==> config.mk <==
export PLATFORM = sky130hd
export DESIGN_NAME = ram_16x8_bist
export DESIGN_NICKNAME = d
export VERILOG_FILES = /design/src/rtl/ram_16x8_bist.sv
export SDC_FILE = /design/constraint.sdc
export NUM_CORES = 1
export LEC_CHECK = 0
export BUFFER_PORTS_ARGS = -buffer_cell sky130_fd_sc_hd__buf_2
export CORE_MARGIN = 2
export CORE_UTILIZATION = 40
export DETAILED_ROUTE_END_ITERATION = 10
export MAX_ROUTING_LAYER = met4
export PLACE_DENSITY = 0.61
export SYNTH_ARGS = -nofsm -noshare
export SYNTH_HDL_FRONTEND = slang
export SYNTH_SLANG_ARGS = --single-unit
==> constraint.sdc <==
create_clock -name clk -period 5.9 [get_ports clk]
set_clock_uncertainty 0.1 [all_clocks]
set_input_delay 0.295 -clock clk [delete_from_list [all_inputs] [get_ports clk]]
set_output_delay 0.295 -clock clk [all_outputs]
set_load 0.005 [all_outputs]
==> src/rtl/ram_16x8_bist.sv <==
// March C- built-in self-test engine for a 16x8 single-port RAM.
// Drives the RAM directly (we/re/addr/din/dout), checks every read against
// the expected background, and reports pass/fail with first-failure details.
module ram_16x8_bist #(
    parameter int                ADDR_W  = 4,
    parameter int                DATA_W  = 8,
    parameter logic [DATA_W-1:0] PATTERN = 8'h55,
    parameter int                RD_LAT  = 1
) (
    input  logic              clk,
    input  logic              rst,
    input  logic              start,
    input  logic              abort,
    output logic              busy,
    output logic              done,
    output logic              pass,
    output logic [7:0]        err_cnt,
    output logic [2:0]        fail_elem,
    output logic [ADDR_W-1:0] fail_addr,
    output logic [DATA_W-1:0] fail_exp,
    output logic [DATA_W-1:0] fail_got,
    output logic              ram_we,
    output logic              ram_re,
    output logic [ADDR_W-1:0] ram_addr,
    output logic [DATA_W-1:0] ram_din,
    input  logic [DATA_W-1:0] ram_dout
);

    typedef enum logic [2:0] {
        S_IDLE,
        S_WRITE,
        S_READ,
        S_WAIT,
        S_CHECK,
        S_DONE
    } state_t;

    localparam logic [ADDR_W-1:0] ADDR_MAX  = '1;
    localparam logic [DATA_W-1:0] BG0       = PATTERN;
    localparam logic [DATA_W-1:0] BG1       = ~PATTERN;
    localparam logic [2:0]        LAST_ELEM = 3'd5;
    // WAIT lasts RD_LAT-1 cycles; the counter runs 0..RD_LAT-2.
    localparam logic [1:0]        WAIT_LAST = (RD_LAT > 1) ? 2'(RD_LAT - 2) : 2'd0;

    state_t              r_state;
    state_t              w_next_state;
    logic [2:0]          r_elem;
    logic [ADDR_W-1:0]   r_addr;
    logic [1:0]          r_wait;
    logic [7:0]          r_err_cnt;
    logic [2:0]          r_fail_elem;
    logic [ADDR_W-1:0]   r_fail_addr;
    logic [DATA_W-1:0]   r_fail_exp;
    logic [DATA_W-1:0]   r_fail_got;
    logic                r_done;
    logic                r_pass;
    logic [DATA_W-1:0]   r_din_hold;

    logic                w_busy;
    logic                w_start_ok;
    logic                w_abort;
    logic                w_desc;
    logic                w_last_addr;
    logic [DATA_W-1:0]   w_wdata;
    logic [DATA_W-1:0]   w_exp;
    logic                w_mismatch;
    logic [7:0]          w_err_next;
    logic [2:0]          w_elem_inc;
    logic                w_next_desc;
    logic [2:0]          w_step_elem;
    logic [ADDR_W-1:0]   w_step_addr;

    assign w_busy      = (r_state == S_WRITE) || (r_state == S_READ) ||
                         (r_state == S_WAIT)  || (r_state == S_CHECK);
    assign w_start_ok  = start && ((r_state == S_IDLE) || (r_state == S_DONE));
    assign w_abort     = abort && w_busy;

    // Elements 3 and 4 walk the address space downwards.
    assign w_desc      = (r_elem == 3'd3) || (r_elem == 3'd4);
    assign w_last_addr = w_desc ? (r_addr == '0) : (r_addr == ADDR_MAX);

    // Odd elements write B1 and read B0; even elements the opposite.
    assign w_wdata     = r_elem[0] ? BG1 : BG0;
    assign w_exp       = r_elem[0] ? BG0 : BG1;

    assign w_mismatch  = (r_state == S_CHECK) && (ram_dout != w_exp);
    assign w_err_next  = (w_mismatch && (r_err_cnt != 8'hFF)) ? r_err_cnt + 8'd1 : r_err_cnt;

    // Advance to the next address, or to the first address of the next element.
    assign w_elem_inc  = r_elem + 3'd1;
    assign w_next_desc = (w_elem_inc == 3'd3) || (w_elem_inc == 3'd4);
    assign w_step_elem = w_last_addr ? w_elem_inc : r_elem;
    assign w_step_addr = w_last_addr ? (w_next_desc ? ADDR_MAX : '0)
                                     : (w_desc ? r_addr - ADDR_W'(1) : r_addr + ADDR_W'(1));

    // State register.
    always_ff @(posedge clk) begin
        // NOTE: sequential state uses non-blocking assignments so every register
        // samples pre-edge values and simulation order cannot change the result.
        if (!rst) begin
            r_state <= S_IDLE;
        end else begin
            r_state <= w_next_state;
        end
    end

    // Next-state decode of the March sequence.
    always_comb begin
        // NOTE: the default assignment first keeps every path driven, so no latch is inferred.
        w_next_state = r_state;
        case (r_state)
            S_IDLE, S_DONE: if (start) w_next_state = S_WRITE;
            S_WRITE:        w_next_state = ((r_elem == 3'd0) && !w_last_addr) ? S_WRITE : S_READ;
            S_READ:         w_next_state = (RD_LAT == 1) ? S_CHECK : S_WAIT;
            S_WAIT:         if (r_wait == WAIT_LAST) w_next_state = S_CHECK;
            S_CHECK: begin
                if (r_elem != LAST_ELEM) begin
                    w_next_state = S_WRITE;
                end else begin
                    w_next_state = w_last_addr ? S_DONE : S_READ;
                end
            end
            default:        w_next_state = S_IDLE;
        endcase
        if (w_abort) begin
            w_next_state = S_IDLE;
        end
    end

    // Address/element sequencing, read-latency counter, result and diagnostics.
    always_ff @(posedge clk) begin
        if (!rst) begin
            r_elem      <= '0;
            r_addr      <= '0;
            r_wait      <= '0;
            r_err_cnt   <= '0;
            r_fail_elem <= '0;
            r_fail_addr <= '0;
            r_fail_exp  <= '0;
            r_fail_got  <= '0;
            r_done      <= 1'b0;
            r_pass      <= 1'b0;
            r_din_hold  <= '0;
        end else begin
            if (r_state == S_WRITE) begin
                r_din_hold <= w_wdata;
            end
            if (w_start_ok) begin
                r_elem      <= '0;
                r_addr      <= '0;
                r_err_cnt   <= '0;
                r_fail_elem <= '0;
                r_fail_addr <= '0;
                r_fail_exp  <= '0;
                r_fail_got  <= '0;
                r_done      <= 1'b0;
                r_pass      <= 1'b0;
            end else if (!w_abort) begin
                case (r_state)
                    S_WRITE: begin
                        r_elem <= w_step_elem;
                        r_addr <= w_step_addr;
                    end
                    S_READ:  r_wait <= '0;
                    S_WAIT:  r_wait <= r_wait + 2'd1;
                    S_CHECK: begin
                        r_err_cnt <= w_err_next;
                        if (w_mismatch && (r_err_cnt == '0)) begin
                            r_fail_elem <= r_elem;
                            r_fail_addr <= r_addr;
                            r_fail_exp  <= w_exp;
                            r_fail_got  <= ram_dout;
                        end
                        if (r_elem == LAST_ELEM) begin
                            if (w_last_addr) begin
                                // Final check: its own mismatch must count toward pass.
                                r_done <= 1'b1;
                                r_pass <= (w_err_next == '0);
                            end else begin
                                r_elem <= w_step_elem;
                                r_addr <= w_step_addr;
                            end
                        end
                    end
                    default: ;
                endcase
            end
        end
    end

    assign busy      = w_busy;
    assign done      = r_done;
    assign pass      = r_pass;
    assign err_cnt   = r_err_cnt;
    assign fail_elem = r_fail_elem;
    assign fail_addr = r_fail_addr;
    assign fail_exp  = r_fail_exp;
    assign fail_got  = r_fail_got;
    assign ram_we    = (r_state == S_WRITE);
    assign ram_re    = (r_state == S_READ);
    assign ram_addr  = r_addr;
    assign ram_din   = ram_we ? w_wdata : r_din_hold;

endmodule
[Word-level counts from Yosys, hierarchy flattened]
Index checks and enable logic that the tools add are counted.
W data, S select, Z words.
Word-level totals
  bits in registers: 53
  latch bits: 0
  bits in writable memories: 0
  memory bits (read-only): 0
  input port bits: 12
  output and inout port bits: 48
  logic and storage cells: 90
  memories kept: 0
Operators by class
  $add $sub $neg: 5
  multiply operators: 0
  div/mod/pow operators: 0
  $lt $le $gt $ge: 0
  eq/ne operators: 18
  shift-type cells: 0
  mux-type cells: 22
  bitwise logic cells: 3
  reductions and logical operators: 30
Operator list (number)
  $mux W8: 4
  $mux W3: 7
  $mux W4: 5
  $logic_not A8 Y1: 2
  $eq A3 B3 Y1 const B: 5
  $pmux W3 S5: 1
  $eq A3 B2 Y1 const B: 4
  $add A8 B1 Y8 const B: 1
  $ne A8 B8 Y1: 1
  $ne A8 B8 Y1 const B: 1
  $pmux W4 S2: 1
  $reduce_and A4 Y1: 2
  $logic_and A1 B1 Y1: 6
  $logic_not A3 Y1: 2
  $logic_or A1 B1 Y1: 6
  $pmux W3 S2: 1
  $reduce_and A3 Y1: 2
  $reduce_or A2 Y1: 3
  $add A4 B1 Y4 const B: 1
  $eq A4 B4 Y1 const B: 1
  $logic_not A4 Y1: 1
  $ne A2 B1 Y1 const B: 2
  $ne A2 B2 Y1 const B: 2
  $pmux W2 S2: 1
  12 further kinds: 16

[Longest topological paths before layout]
  word-level depth: 8
  depth in mapped cells: 10
  depth with buffers taken out: 10

[Worst setup path after synthesis]
No wires, ideal clock.
  kind: register -> register
  start: register r_elem[0]
  end: register r_addr[3] (netlist: ram_addr[3])
  library setup time: 0.086 ns
  data arrival time: 2.339 ns
  data required time: 5.714 ns
  path slack: 3.376 ns
  stages on the path, launching flop included: 11
  path buffers: 0
  period minus slack after synthesis: 2.524 ns
  path through: dfxtp_1 inv_1 ha_1 mux2i_1 inv_1 ha_1 a21o_2 a21oi_1 xnor2_1 nand2_1 a211oi_1
On the way
  cells in the longest elaborated chain, start to end: 8
  elaborated cells on any way between the ends: 18
  those cells by class: add/sub (1); eq/ne (7); mux (7); reduce/logical (3)
Ends and longest elaborated chain
  start, declared: line 47  | logic [2:0] r_elem;
  start signal, assigned: line 161  | r_elem <= w_step_elem;
  start signal, assigned: line 180  | r_elem <= w_step_elem;
  $add A3 B1 Y3 (*): line 90  | assign w_elem_inc = r_elem + 3'd1;
  net w_elem_inc[0]: line 68  | logic [2:0] w_elem_inc;
  $eq A3 B2 Y1 / $eq A3 B3 Y1 (equally long branches): line 91  | assign w_next_desc = (w_elem_inc == 3'd3) || (w_elem_inc == 3'd4);
  $logic_or A1 B1 Y1 (*): line 91
  $mux W4 (*) (2 in series): line 93  | assign w_step_addr = w_last_addr ? (w_next_desc ? ADDR_MAX : '0)
  $mux W4: line 175  | if (w_last_addr) begin
  $mux W4: line 174  | if (r_elem == LAST_ELEM) begin
  $pmux W4 S2 (*): line 159  | case (r_state)
  end signal, assigned: line 162  | r_addr <= w_step_addr;
  end signal, assigned: line 181  | r_addr <= w_step_addr;
  end, declared: line 48  | logic [ADDR_W-1:0] r_addr;
Mark *: on every way through the listed nets, which the timed path passes. The rest lies on a longest branch. The select of a mux whose other input is x is not followed.
A chain may end at the register's enable or synchronous reset.

[Final worst setup path]
Ends and elaborated chain as after synthesis.

==> impl_metrics.ini <==
[setup_path]
path_cells = inv_1, ha_1, mux2i_1, inv_1, ha_1, a21o_2, a21oi_1, xnor2_1, nand2_1, a211oi_1
cp-start-kind = register
slowest_stage = dfxtp_1
crit_fanout = 8
path_class = register to register
critPathTopFamily = compound AO/OA/AOI/OAI gates
required_ns = 6.02
end_kind = register
critPathArrivalTime_ns = 2.97
cp.buffers_inverters = 2
critPathMaxStageDelay_ns = 0.51

[pwr]
p_sw_uw = 151.2
leakage_uw = 0.001315
power.density_nw_per_um2 = 200.5
peakVddDrop_mv = 0.1205
clkPwrFrac_pct = 35.0
pwr-share-comb_pct = 8.9
netSwitchingFraction_pct = 26.30
p_int_uw = 423.6
seq_power_share_pct = 56.0

[synth]
synthCells = 280
ys.flop_type = dfxtp_1
synth_edf_count = 0
synth_top_area_cell = dfxtp_1
synthTopCellsByCount = dfxtp_1, nor2_1, mux2i_1, inv_1, a21oi_1
synthTopCellsByArea = dfxtp_1, mux2i_1, ha_1
ys_async_sr_fraction_pct = 0
synth_area_um2 = 2479
synth.distinct_cells = 54
syn_nets = 303
netlist.area_leader.share_pct = 37.15
synth-seq-cells = 46
yosysWarnings = 0
ys_seq_area_share_pct = 37.15
syn_avg_cell_area_um2 = 8.852
synth_most_common_cell = dfxtp_1

[clock_network]
h-tree-depth = 2
numCtsBuffers = 5
clkSinkCount = 46
postCtsHoldBufs = 0
cts-root-buf = clkbuf_8
cts_buffer_depth = 2
clkTransAtPathRegs_ns = 0.09
clock_latency_ns = 0.30
cts_resized = 0
post_cts_buffers = 0
cts_tree = yes

[die]
std_cell_rows = 28
io_pins = 60
start_util_pct = 41.62
die_h_um = 82.72
die_w_um = 82.72
design.core.area_um2 = 5956
die_area_um2 = 6843

[timing]
relSlewSlack_pct = 36.93
setup_violations = 0
fin_crit_ns = 2.844
tns_ns = 0
post-route-period-util_pct = 48.21
hold_violations = 0
grt_setup_unrepaired = no
slew_viol_final = 0
tightest_slew_ns = 0.9460
max_freq_mhz = 351.6

[global_routing]
grt_pass1_wl_mm = 8.763
antenna_found_initial = 0
grtUsageTotal_pct = 17.07
grt_pass1_vias = 1903
grt.overflow.total = 0
grt_max_degree = 35

[route]
wire_per_inst_um = 13.62
drc_errors = 0
dr.first_iter.drc_count = 104
dr_total_vias = 2131
wl_mm = 5.504
final_antenna_net_count = 0
dr.pass1.iters = 4
via_per_inst = 5.275

[layout]
layout-drive-gt1-share_pct = 23.40
multi_input_area_um2 = 1399
antennaDiodeCount = 0
regArea_um2 = 920.9
fill_cells = 605
syn2layout_area_growth_pct = 15.65
post-route-cell-area_um2 = 2867
finalNonFillerCells = 404
num-nets-final = 351

[min_path]
hp-class = input pin to register

[run]
maxCapViolations = 0

[status]
status = complete, no violations

[placement]
dp_hpwl_mm = 3.853
place_congestion = 0.7786
io_buffers = 59
post-place-cells = 396
placed_area_um2 = 2773
[routing by layer]
layer | track usage [%] | wire (um) | vias to the layer above
met4 | 5.246 | 27 | 0
met5 | - | 0 | -
met1 | 22.52 | 2839 | 980
met2 | 25.24 | 2313 | 64
li1 | - | - | 1085
met3 | 5.000 | 324 | 2
[flip-flops by register name, indices dropped and copies added, names as in the netlist]
| name | count |
|---|---|
| r_wait | 2 |
| ram_addr | 4 |
| r_elem | 3 |
| done | 1 |
| pass | 1 |
| fail_exp | 1 |
| r_state | 3 |
| fail_elem | 3 |
| r_din_hold | 8 |
| err_cnt | 8 |
| fail_addr | 4 |
| fail_got | 8 |
[through the flow]
step	utilization (%)	setup slack (ns)	total power [uW]	hold WS, ns
after floorplan	-	3.376	360.0	0.3422
after global placement	46.55	3.207	380.7	0.3470
after detailed placement	46.55	3.077	381.2	0.3741
after global routing	48.13	2.788	601.1	0.1517
final	48.13	3.056	574.8	0.1525
after CTS	48.13	3.040	583.1	0.1422
[final timing paths]
path,from,end,depth (start not counted),slack [ns]
max reg2reg,r_elem[0],ram_addr[3],10,3.06
max,r_elem[0],ram_addr[3],10,3.06
min reg2reg,r_wait[1],r_wait[1],2,0.38
min,ram_dout[3],fail_got[3],3,0.15
[tightest hold or removal path, cell delays in order]
cell and delay (ns):
buf_2 0.10, mux2i_1 0.06, nor2_1 0.07
[logic make-up (layout without fill, tap and decap cells)]
logic type                 Yosys count  in the layout  synth area share (%)
AOI/OAI and AO/OA                   55             55                 15.25
xor gates and xnor gates             8              8                 2.827
adders and majority gates           11             11                 5.856
buffers and inverters               34             83                 6.714
DFF                                 46             46                 37.15
muxes                               24             24                 9.894
and+or+nand+nor                    102            102                 22.31
[placed cells by master, fill, tap and decap left out, drive strengths merged, types with 4 or more instances in the layout]
master,count
or3,4
a211oi,4
a21o,9
nand2b,4
a21oi,13
inv,16
nand4,8
a31oi,4
ha,10
buf,60
nand3,9
clkbuf,5
xnor2,6
mux2i,23
o21ai,8
nor2,33
and2,9
nand2,10
dfxtp,46
[layout make-up]
type,count,area share [%]
Clock inverter,3,0.8730
Clock buffer,5,2.401
Tap cell,75,3.274
Inverter,15,1.964
Timing Repair Buffer,60,10.56
Multi-Input combinational cell,200,48.80
Sequential cell,46,32.13
[power by group through the flow]
stage | combinational [uW] | clock, uW | sequential (uW)
after global placement | 51.5 | 0 | 329
after global routing | 56.9 | 221 | 323
after CTS | 52.1 | 209 | 322
final | 51.3 | 201 | 322
after detailed placement | 51.6 | 0 | 330
after floorplan | 33.3 | 0 | 327
No activity file was read; power rests on OpenSTA's default activity.
